### config.mk
export PLATFORM = sky130hd
export DESIGN_NAME = product_accumulator
export DESIGN_NICKNAME = d
export VERILOG_FILES = /design/src/rtl/product_accumulator.sv
export SDC_FILE = /design/constraint.sdc
export NUM_CORES = 1
export LEC_CHECK = 0
export CORE_ASPECT_RATIO = 0.6
export CORE_MARGIN = 1
export CORE_UTILIZATION = 45
export CTS_CLUSTER_DIAMETER = 200
export DETAILED_ROUTE_END_ITERATION = 16
export PLACE_DENSITY = 0.73
export RECOVER_POWER = 50
export SYNTH_ARGS = -nofsm -noshare
export SYNTH_HDL_FRONTEND = slang
export SYNTH_SLANG_ARGS = --single-unit
### constraint.sdc
create_clock -name clk -period 5.5 [get_ports clk]
set_clock_uncertainty 0.15 [all_clocks]
set_input_delay 1.65 -clock clk [delete_from_list [all_inputs] [get_ports clk]]
set_output_delay 1.65 -clock clk [all_outputs]
set_load 0.01 [all_outputs]
### src/rtl/product_accumulator.sv
// rtl/product_accumulator.sv - saturating batch accumulator for multiplier products
module product_accumulator #(
    parameter int n         = 6,
    parameter int acc_width = 12,
    parameter int count_len = 4
) (
    input  logic                 clk,
    input  logic                 reset,
    input  logic                 recv_val,
    output logic                 recv_rdy,
    input  logic [n-1:0]         c,
    input  logic                 flush,
    output logic                 send_val,
    input  logic                 send_rdy,
    output logic [acc_width-1:0] sum,
    output logic [7:0]           count,
    output logic                 sat
);

    typedef enum logic {
        ACC  = 1'b0,
        DONE = 1'b1
    } state_t;

    localparam logic [acc_width-1:0] acc_max = '1;

    state_t               state;
    state_t               state_next;
    logic [acc_width-1:0] acc;
    logic [acc_width-1:0] acc_next;
    logic [7:0]           cnt;
    logic [7:0]           cnt_next;
    logic                 sat_r;
    logic                 sat_next;

    logic                 recv_fire;
    logic                 send_fire;
    logic [acc_width:0]   add_full;
    logic [7:0]           cnt_inc;
    logic                 batch_full;

    // Handshake outputs come only from the state register, gated off while reset is high.
    assign recv_rdy = !reset && (state == ACC);
    assign send_val = !reset && (state == DONE);

    assign recv_fire = recv_val && recv_rdy;
    assign send_fire = send_val && send_rdy;

    // One extra bit on the adder exposes overflow of the unsigned sum.
    assign add_full   = {1'b0, acc} + {{(acc_width + 1 - n){1'b0}}, c};
    assign cnt_inc    = cnt + 8'd1;
    assign batch_full = (cnt_inc == 8'(count_len));

    assign sum   = acc;
    assign count = cnt;
    assign sat   = sat_r;

    // State and datapath registers; reset discards any batch in flight.
    always_ff @(posedge clk or posedge reset) begin
        if (reset) begin
            state <= ACC;
            acc   <= '0;
            cnt   <= '0;
            sat_r <= 1'b0;
        end else begin
            state <= state_next;
            acc   <= acc_next;
            cnt   <= cnt_next;
            sat_r <= sat_next;
        end
    end

    // Next-state: accumulate with saturation in ACC, present and clear in DONE.
    always_comb begin
        state_next = state;
        acc_next   = acc;
        cnt_next   = cnt;
        sat_next   = sat_r;
        case (state)
            ACC: begin
                if (recv_fire) begin
                    acc_next = add_full[acc_width] ? acc_max : add_full[acc_width-1:0];
                    sat_next = sat_r | add_full[acc_width];
                    cnt_next = cnt_inc;
                    if (batch_full || flush) begin
                        state_next = DONE;
                    end
                end else if (flush && (cnt != 8'd0)) begin
                    state_next = DONE;
                end
            end
            DONE: begin
                if (send_fire) begin
                    acc_next   = '0;
                    cnt_next   = '0;
                    sat_next   = 1'b0;
                    state_next = ACC;
                end
            end
            default: state_next = ACC;
        endcase
    end

endmodule

==> qor.json <==
{
  "yosys": {
    "synth_common_cells": "dfrtp_1 (22), nand2_1 (14), o21ai_0 (13)",
    "asyncSetResetFlopFracSynth_pct": 100,
    "synth_top_area_share_pct": 38.1,
    "synth_edf_count": 0,
    "syn-mean-instance-area_sq_um": 9.04,
    "synth_nets": 181,
    "synth-main-ff-cell": "dfrtp_1",
    "largest_family_of_logic_cells_by_synthesized_area": "simple AND/OR/NAND/NOR gates",
    "synth_adder_area_share_pct": 9.17,
    "synth_simple_gate_area_share_pct": 22.6,
    "synth_compound_gate_area_share_pct": 21.1,
    "ys_ff_latch": 22,
    "syn_inst": 160,
    "most_numerous_cell_in_the_yosys_netlist": "dfrtp_1",
    "yosys_warnings": 0,
    "yosys.area_share.xor_xnor_pct": 4.24,
    "synth_top_cells_by_area": "dfrtp_1 (38%), ha_1 (7.8%), o21ai_0 (4.5%)",
    "synth_mux_area_share_pct": 0.692,
    "synthDominantAreaCellType": "dfrtp_1",
    "synth.yosys.seq_area_share_pct": 38.1,
    "syn-cell-area_sq_mm": 0.00145,
    "ys_types": 47
  },
  "setup_path": {
    "critPathMaxFanout": 6,
    "worst_path_max_delay_cell": "dlygate4sd3_1",
    "critical_path.startpoint_type": "input pin",
    "required_time_of_the_worst_setup_path_ns": 3.70,
    "worstPathArrival_ns": 2.96,
    "critical_path.top_delay_family": "buffers and inverters",
    "worstPathCellList": "dlygate4sd3_1 > nor2b_1 > clkdlybuf4s50_1",
    "r2r.worst_path.cells": 6,
    "critical_path_buffer_and_inverter_count": 2,
    "critPathMaxStageDelay_ns": 0.62,
    "worst_setup_path_end_kind": "primary output",
    "number_of_gates_on_the_worst_path_with_buffers_counted": 3,
    "criticalPathCategory": "input pin to primary output"
  },
  "route": {
    "totalWireLength_mm": 3.51,
    "wl_met1_mm": 1.75,
    "detailroute.via_count": 1342,
    "detail_route.first_pass.iterations": 4,
    "number_of_drc_violations_after_detailed_routing": 0,
    "top_layer": "met4",
    "met2RoutedLength_mm": 1.42,
    "route.detailed.vias_per_inst": 5.78,
    "drt-initial-drc-count": 141,
    "final_antenna_net_count": 0,
    "detailroute.wirelength.met3_um": 300,
    "detail_route.wl_per_cell_um": 15.1
  },
  "clock_tree": {
    "ctsHtreeMaxLevel": 1,
    "cts_made_buffers": 3,
    "hold_buffers": 0,
    "cts.reportedPaths.clkPinSlew_ns": 0.08,
    "cts_tree": "yes",
    "cts.sinks": 22,
    "root_buffer": "clkbuf_8",
    "clock_insertion_delay_worst_skew_ns": 0.27,
    "post_cts_resized": 0,
    "post-cts-setup-buffer-count": 0,
    "clockBufferDepth": 2
  },
  "timing": {
    "final-hold-violation-count": 0,
    "pins_over_slew_limit": 0,
    "unrepaired_setup_endpoints_after_global_routing": "no",
    "post-route-min-period_ns": 4.76,
    "measured_slew_at_the_worst_slew_check_pin_ns": 1.03,
    "final_setup_fails": 0,
    "max_clock_freq_mhz": 210,
    "setup_total_negative_slack_ns": 0,
    "timing.final.crit_share_pct": 86.6,
    "timing.slew.headroom_pct": 31.2
  },
  "final_layout": {
    "fraction_of_layout_cells_with_a_size_suffix_above_1_pct": 5.79,
    "final_layout_net_count": 212,
    "area.sequential_sq_um": 551,
    "syn2layout_area_growth_pct": 29.6,
    "multi_input_comb_area_sq_um": 836,
    "antenna-diode-count": 0,
    "final.fill_count": 259,
    "final_cell_count_no_fill": 232
  },
  "global_routing": {
    "grt_max_degree": 23,
    "grtUsageTotal_pct": 22.3,
    "overflow": 0,
    "first_global_vias": 1204,
    "number_of_antenna_violations_at_the_first_check_in_global_routing": 0,
    "grt_pass1_wl_mm": 5.55
  },
  "power": {
    "net_switching_power_uw": 271,
    "max-vdd-ir-drop_v": 0.000217,
    "pwrdens_mw_per_mm2": 383,
    "seqPwrFrac_pct": 33.5,
    "power.internal_uw": 447,
    "leakagePower_uw": 0.000861,
    "swShare_pct": 37.8,
    "power.share.clock_pct": 21.3,
    "combPwrFrac_pct": 45.2
  },
  "hold_path": {
    "holdCritPathClass": "flop to flop",
    "whs_path_depth": 1
  },
  "placed_design": {
    "numPlacedInstances": 228,
    "place.port_buffers": 33,
    "gp_congestion": 0.782,
    "hpwl_mm": 2.52
  },
  "run": {
    "max_cap_violations": 0
  },
  "die": {
    "floorplan.initialDensity_pct": 48.8,
    "standard_cell_row_count": 15,
    "floorplan.core_area_sq_mm": 0.00297,
    "io_pins": 34,
    "die_area_sq_mm": 0.00345,
    "die_width_um": 75.2,
    "chipHeight_um": 45.9
  },
  "status": {
    "outcome": "completed"
  }
}
==> final cells by class <==
| class | count | share of cell area [%] |
|---|---|---|
| clock inverters | 1 | 1.60 |
| repair buffers | 34 | 18.0 |
| well taps | 42 | 2.80 |
| flip-flops and latches | 22 | 29.4 |
| multi-input cells | 123 | 44.6 |
| clock buffers | 3 | 2.20 |
| inverters | 7 | 1.40 |
==> through the flow <==
stage | power [uW] | hold slack (ns) | utilization [%] | setup slack (ns) | instance area, sq um
6_report | 718 | 0.380 | 63.2 | 0.738 | 1870
5_1_grt | 765 | 0.410 | 63.2 | 0.666 | 1870
4_1_cts | 726 | 0.389 | 63.2 | 0.844 | 1870
3_5_place_dp | 570 | 0.365 | 60.8 | 0.837 | 1800
3_3_place_gp | 558 | 0.360 | 60.8 | 0.891 | 1800
2_1_floorplan | 443 | 0.397 | - | 1.87 | 1450
==> sequential cells by signal, summed over array words and instances (netlist names) <==
name / flops
state: 1
count: 8
sum: 12
sat: 1
==> final timing paths <==
kind,slack (ns),to,start
hold / removal,0.38,sum[11],sum[11]
min in group asynchronous,1.96,state,reset
setup reg to reg,3.00,sum[3],sum[0]
max in group asynchronous,2.72,sum[11],reset
hold reg to reg,0.38,sum[11],sum[11]
setup / recovery,0.74,send_val,reset
==> layer usage <==
layer / track usage, % / vias to the layer above
met4: 8.15 / 0
met3: 6.64 / 4
met2: 31.7 / 59
met5: 0 / -
li1: - / 649
met1: 31.9 / 630
==> worst register-to-register path: stages, from the launching register on <==
cell and delay (ns):
dfrtp_1 0.40, ha_1 0.23, fa_1 0.41, a21o_1 0.23
a31oi_1 0.39, or4_1 0.43, o211ai_1 0.14
==> kinds of logic (layout without fill, tap and decap cells) <==
logic type / after synthesis / in the layout
xor+xnor: 7 / 7
flops: 22 / 22
fa+ha+maj: 10 / 10
compound gates: 46 / 46
buf+inv: 15 / 45
simple gates: 59 / 59
mux: 1 / 1
==> power groups by stage <==
stage / sequential [uW] / clock [uW] / combinational [uW]
after detailed placement: 243 / 0 / 327
after floorplan: 248 / 0 / 195
after global placement: 240 / 0 / 318
after global routing: 247 / 165 / 353
after CTS: 240 / 156 / 329
final: 241 / 153 / 324
==> layout by cell type (no fill, tap or decap), types with 2 or more instances in the layout <==
cell type and n:
a21o_1 3, a21oi_1 7, a22oi_1 4, a31oi_1 4, and2_1 2, and3_1 5, clkbuf_8 3, clkdlybuf4s50_1 21
dfrtp_1 22, dlygate4sd3_1 12, ha_1 9, inv_1 7, nand2_1 14, nand2b_1 2, nand3_1 7, nand4_1 5
nor2_1 6, nor2b_1 2, nor3_1 4, nor4b_1 2, o211ai_1 2, o21ai_0 13, or4_1 2, xor2_1 6
(Power assumes the default switching activity.)
